===== src/rtl/mmul_result_streamer.sv =====
// Result streamer for a matrix multiplier: on a rising edge of the multiplier's
// completed flag the whole result matrix C is snapshotted, then emitted one
// element per transfer in row-major order over a valid/ready handshake.
// All outputs come from registers, so out_ready never reaches out_valid
// combinationally.

module mmul_result_streamer #(
    parameter int RA = 2,
    parameter int CB = 2,
    parameter int W  = 32,
    localparam int RW = (RA > 1) ? $clog2(RA) : 1,
    localparam int CW = (CB > 1) ? $clog2(CB) : 1
) (
    input  logic             clk,
    input  logic             rst_n,
    input  logic             start,
    input  logic [RA*CB*W-1:0] C_in,
    output logic [W-1:0]     out_data,
    output logic             out_valid,
    input  logic             out_ready,
    output logic [RW-1:0]    out_row,
    output logic [CW-1:0]    out_col,
    output logic             out_last,
    output logic             busy,
    output logic             done
);

    localparam int N = RA * CB;

    typedef enum logic [1:0] {StIdle, StCapture, StStream, StDone} state_e;

    state_e           state;
    logic             start_q;
    logic             rise;
    logic [N*W-1:0]   buf_q;

    logic [RW-1:0]    nxt_row;
    logic [CW-1:0]    nxt_col;
    logic [31:0]      nxt_idx;
    logic [W-1:0]     nxt_data;
    logic             nxt_last;
    logic             xfer;

    // Edge detect on start and the element that follows the current one.
    always_comb begin
        rise    = start & ~start_q;
        xfer    = out_valid & out_ready;
        nxt_row = out_row;
        nxt_col = out_col + 1'b1;
        if (out_col == CW'(CB - 1)) begin
            nxt_col = '0;
            nxt_row = out_row + 1'b1;
        end
        nxt_idx  = 32'(nxt_row) * 32'(CB) + 32'(nxt_col);
        nxt_last = (nxt_row == RW'(RA - 1)) && (nxt_col == CW'(CB - 1));
        // Past the last element the index is out of range; never loaded then.
        nxt_data = (nxt_idx < 32'(N)) ? buf_q[nxt_idx*W +: W] : '0;
    end

    // Snapshot of C taken on the triggering edge; contents are don't-care otherwise.
    always_ff @(posedge clk) begin
        if (state == StIdle && rise) begin
            buf_q <= C_in;
        end
    end

    // Control FSM with all outputs registered.
    always_ff @(posedge clk or negedge rst_n) begin
        if (!rst_n) begin
            state     <= StIdle;
            start_q   <= 1'b0;
            out_data  <= '0;
            out_valid <= 1'b0;
            out_row   <= '0;
            out_col   <= '0;
            out_last  <= 1'b0;
            busy      <= 1'b0;
            done      <= 1'b0;
        end else begin
            start_q <= start;
            unique case (state)
                StIdle: begin
                    done <= 1'b0;
                    if (rise) begin
                        state <= StCapture;
                        busy  <= 1'b1;
                    end
                end
                StCapture: begin
                    state     <= StStream;
                    out_row   <= '0;
                    out_col   <= '0;
                    out_data  <= buf_q[W-1:0];
                    out_last  <= (N == 1);
                    out_valid <= 1'b1;
                end
                StStream: begin
                    if (xfer) begin
                        if (out_last) begin
                            state     <= StDone;
                            out_valid <= 1'b0;
                            out_last  <= 1'b0;
                            busy      <= 1'b0;
                            done      <= 1'b1;
                        end else begin
                            out_row  <= nxt_row;
                            out_col  <= nxt_col;
                            out_data <= nxt_data;
                            out_last <= nxt_last;
                        end
                    end
                end
                StDone: begin
                    done  <= 1'b0;
                    state <= StIdle;
                end
                default: state <= StIdle;
            endcase
        end
    end

endmodule


===== config.mk =====
export PLATFORM = sky130hd
export DESIGN_NAME = mmul_result_streamer
export DESIGN_NICKNAME = d
export VERILOG_FILES = /design/src/rtl/mmul_result_streamer.sv
export SDC_FILE = /design/constraint.sdc
export NUM_CORES = 1
export LEC_CHECK = 0
export CAP_MARGIN = 15
export CORE_AREA = 2 2 147 120
export CTS_CLUSTER_SIZE = 20
export DETAILED_ROUTE_END_ITERATION = 8
export DIE_AREA = 0 0 149 122
export PLACE_DENSITY = 0.7
export SYNTH_ARGS = -nofsm -noshare
export SYNTH_HDL_FRONTEND = slang
export SYNTH_SLANG_ARGS = --single-unit

===== constraint.sdc =====
create_clock -name clk -period 5.3 [get_ports clk]
set_input_delay 1.06 -clock clk [delete_from_list [all_inputs] [get_ports clk]]
set_output_delay 1.06 -clock clk [all_outputs]
set_load 0.02 [all_outputs]

# After elaboration in Yosys (flattened, before gate mapping)

Cells that the tools add are included.

Reductions and logical operators: 13
Bitwise gates (word level): 3
Shift operators: 1
Add/sub/neg operators: 3
Order comparisons: 1
Mux-type cells: 27
Equality and inequality tests: 7

Operators by type and width:

| operator              | count |
|---|---|
| $shiftx A128 B9 Y32   | 1 |
| $mux W32              | 3 |
| $pmux W32 S2          | 1 |
| $mux W1               | 13 |
| $pmux W1 S2           | 6 |
| $reduce_and A3 Y1     | 4 |
| $ne A2 B2 Y1 const B  | 4 |
| $pmux W2 S4           | 1 |
| $mux W2               | 3 |
| $reduce_bool A2 Y1    | 3 |
| $eq A2 B2 Y1 const B  | 2 |
| $reduce_and A4 Y1     | 1 |
| $add A2 B1 Y3         | 1 |
| $lt A3 B3 Y1 const B  | 1 |
| $add A1 B1 Y1 const B | 2 |
| $and A1 B1 Y1         | 2 |
| $eq A2 B1 Y1 const B  | 1 |
| $logic_and A1 B1 Y1   | 2 |
| $logic_not A2 Y1      | 1 |
| $reduce_and A2 Y1     | 1 |
| $reduce_or A2 Y1      | 1 |
| $not A1 Y1            | 1 |

Bits in registers: 169
Output and inout port bits: 38
Input bits: 132
Logic and storage cells: 65

# Logic depth before layout (Yosys ltp)

Depth after elaboration: 8
Mapped depth: 8

# Worst setup path before layout

OpenSTA, ideal clock, no wires.

Kind: input to register
Start point: input start
End point: register busy
Required time: 5213 ps
Setup time: 87 ps
Path slack: 644 ps
Arrival time: 4569 ps
Stages on the path: 3
Cell sequence: and3b_1 > o21ai_0 > o21ai_0

Word-level cells in the longest chain between the ends: 3

RTL lines:

| item                        | RTL line | text |
|---|---|---|
| start: declaration          | 16       | `input logic start,` |
| $and A1 B1 Y1               | 46       | `rise = start & ~start_q;` |
| $ne A2 B2 Y1 (no line)      | n/a      |  |
| $reduce_and A4 Y1 (no line) | n/a      |  |
| end signal: assignment      | 77       | `busy <= 1'b0;` |
| end signal: assignment      | 86       | `busy <= 1'b1;` |
| end signal: assignment      | 103      | `busy <= 1'b0;` |
| end: declaration            | 24       | `output logic busy,` |

No other way between the ends.
A chain may end at the register's enable or synchronous reset.

# Worst setup path in the final report

Start point: register out_col
End point: output out_col

RTL lines:

| item                     | RTL line | text |
|---|---|---|
| start: declaration       | 22       | `output logic [CW-1:0] out_col,` |
| start signal: assignment | 107      | `out_col <= nxt_col;` |

No word-level cell between the ends.

==> run metrics <==
Syn Inst Count 327; CTS tree yes; Avg Inst Size Synth 20.13 µm²; share of layout cells above drive strength 1 13.70%; Worst Path Required 4.24 ns; Die X 149 µm; gp weighted congestion 0.7330; TNS Setup 0 ns; endpoint class of the critical path output port; # DRC 0; Final Setup Violations 0; clock-pin slew of the registers on the worst-case setup and hold paths 0.06 ns; CTS H-tree depth 4; max-cap viol count 0; Unique masters post-synth 30; Routed Antenna Nets 0; pwr dens 539.9 mW/mm²; Max transition margin 25.68%; Max Fclk 320.4 MHz; CP Launch Type flop; RSZ-0062 raised after global routing false; Starting Density 38.96%; area of the multi-input gates 0.001531 mm²; Skew-Pair Late Insertion Delay 0.42 ns; Synth warnings 0; status complete, no violations; uppermost layer routed met4; min-delay worst type flop to flop; clk sinks 169; routed len/inst 20.02 µm; CTS resizes 0; Die Y 122 µm; Final period util 58.90%; Slowest-stage cell, CP clkdlybuf4s50_1; pins over their slew limit 0; initial antenna violation count 0; routed wl met3 1381 µm; via count of the first global-routing pass 4024; I/O Pins 170; row count 43; most frequent cells in the layout 168 x clkdlybuf4s50_1, 128 x edfxtp_1, 40 x dfrtp_1; Worst path max stage delay 0.73 ns; DR vias/cell 5.136; Mapped Area 0.006583 mm²; commonest non-fill, non-tap cell in the layout clkdlybuf4s50_1; global-route wire length before repair 22420 µm; DR pass1 iterations 4; Die Area 0.01818 mm²; gr usage total 16.84%; DR vias 3780; total power 4888 µW; sequential share of the synthesized area 73.98%; pin count of the biggest net entering global routing 57; drt initial violations 209; antenna cells 0; Clock Skew 0.01110 ns; register bit count reported by yosys 169; hold-fix buffers at CTS 0; final hold vios 0; gr ovfl total 0; Clock Tree Root clkbuf_16; WS Path Type flop to output port; Final min period 3.121 ns; Leak Pwr 0.003288 µW; CP arrival 2.06 ns; Tightest Pin Transition 1.114 ns; core box area 0.01689 mm²; Fillers 1339; register area 0.004871 mm²; syn nets 464; total length of routed wires 14730 µm; Buffers on Ports 169; Post-CTS Setup Bufs 0; worst-path maximum fanout 34; M1 WL 6304 µm; CTS Buf Count 17; met2 WL post-DR 6926 µm; CTS Buffer Depth 2; fin nets 635; HPWL Detailed 9411 µm; worst vdd ir 0.2822 mV; Synth-to-Final Area Change 37.52%; CP Cell Sequence buf_4 -> clkdlybuf4s50_1
-- area by class of cell --
cell class	instances	share of cell area, %
timing repair buffer	174	19.27
clock buffer	25	5.363
inverter	6	0.2488
multi-input combinational	130	16.92
tap	225	3.110
sequential	169	53.81
clock inverter	7	1.285
-- path summary, 6_finish.rpt --
path / start / endpoint / slack, ns / depth (start not counted)
worst max register to register: out_col / out_data[15] / 2.31 / 5
min in group asynchronous: rst_n / out_data[5] / 0.82 / 1
worst min register to register: out_data[4] / out_data[4] / 0.51 / 1
max in group asynchronous: rst_n / out_col / 3.76 / 1
worst min-delay path: out_data[4] / out_data[4] / 0.51 / 1
worst max-delay path: out_col / out_col / 2.18 / 2
-- report_power, final --
group / total (µW) / switching (µW) / internal, µW
Sequential: 1820 / 118 / 1700
Combinational: 1810 / 908 / 903
Clock: 1260 / 477 / 780
-- flip-flops by register name (all words and copies together), names as in the netlist --
name       flops
start_q        1
busy           1
out_data      32
buf_q        128
state          2
out_row        1
done           1
out_col        1
out_last       1
out_valid      1
-- metrics by stage --
stage	cells	worst slack, ns	hold WS, ns	cell area (µm²)	util, %
2_1_floorplan	327	0.6439	0.5327	6583	-
3_3_place_gp	703	2.046	0.4937	8423	49.86
3_5_place_dp	703	1.977	0.4979	8423	49.86
4_1_cts	735	2.115	0.5150	9025	53.42
5_1_grt	736	2.032	0.5225	9052	53.58
6_report	736	2.179	0.5137	9052	53.58
-- critical path, delay by kind of cell, from the launching register on --
kind	cells	cell delay [ns]
buffers and inverters	2	1.30
flip-flops	1	0.34
-- layer usage --
| metal | up-vias | track usage [%] |
|---|---|---|
| met2 | 147 | 26.64 |
| met4 | 0 | 4.464 |
| met5 | - | 0 |
| met1 | 1919 | 21.36 |
| met3 | 14 | 7.416 |
| li1 | 1700 | - |
-- cell families (layout without fill, tap and decap cells) --
logic type | after synthesis | after routing | share of synthesized area [%]
buf+inv | 28 | 212 | 2.984
simple gates | 44 | 44 | 4.049
fa+ha+maj | 5 | 5 | 0.9504
flops | 169 | 169 | 73.98
compound gates | 43 | 43 | 5.950
mux | 38 | 38 | 12.09
-- cells in the mapped netlist --
library cell | number | area share [%]
nand3_1 | 1 | 0.076
dlymetal6s2s_1 | 1 | 0.19
and3_1 | 33 | 3.1
mux4_2 | 29 | 9.9
clkbuf_1 | 7 | 0.40
a221o_1 | 32 | 4.9
nand2_1 | 4 | 0.23
buf_2 | 2 | 0.15
nor2_1 | 1 | 0.057
a22o_1 | 1 | 0.13
buf_6 | 6 | 1.0
clkbuf_8 | 2 | 0.42
a21oi_1 | 1 | 0.076
dfrtp_1 | 41 | 16
nor2b_1 | 2 | 0.19
edfxtp_1 | 128 | 58
o21ai_2 | 1 | 0.13
buf_4 | 3 | 0.34
mux2_2 | 3 | 0.51
and3b_1 | 2 | 0.27
o21ai_0 | 5 | 0.38
nand2b_1 | 1 | 0.095
a21boi_0 | 1 | 0.11
a2bb2oi_1 | 1 | 0.13
inv_1 | 6 | 0.34
a211oi_1 | 1 | 0.11
clkbuf_4 | 1 | 0.11
ha_1 | 5 | 0.95
mux2i_1 | 3 | 0.46
mux4_1 | 3 | 1.2
(Power assumes the default switching activity.)
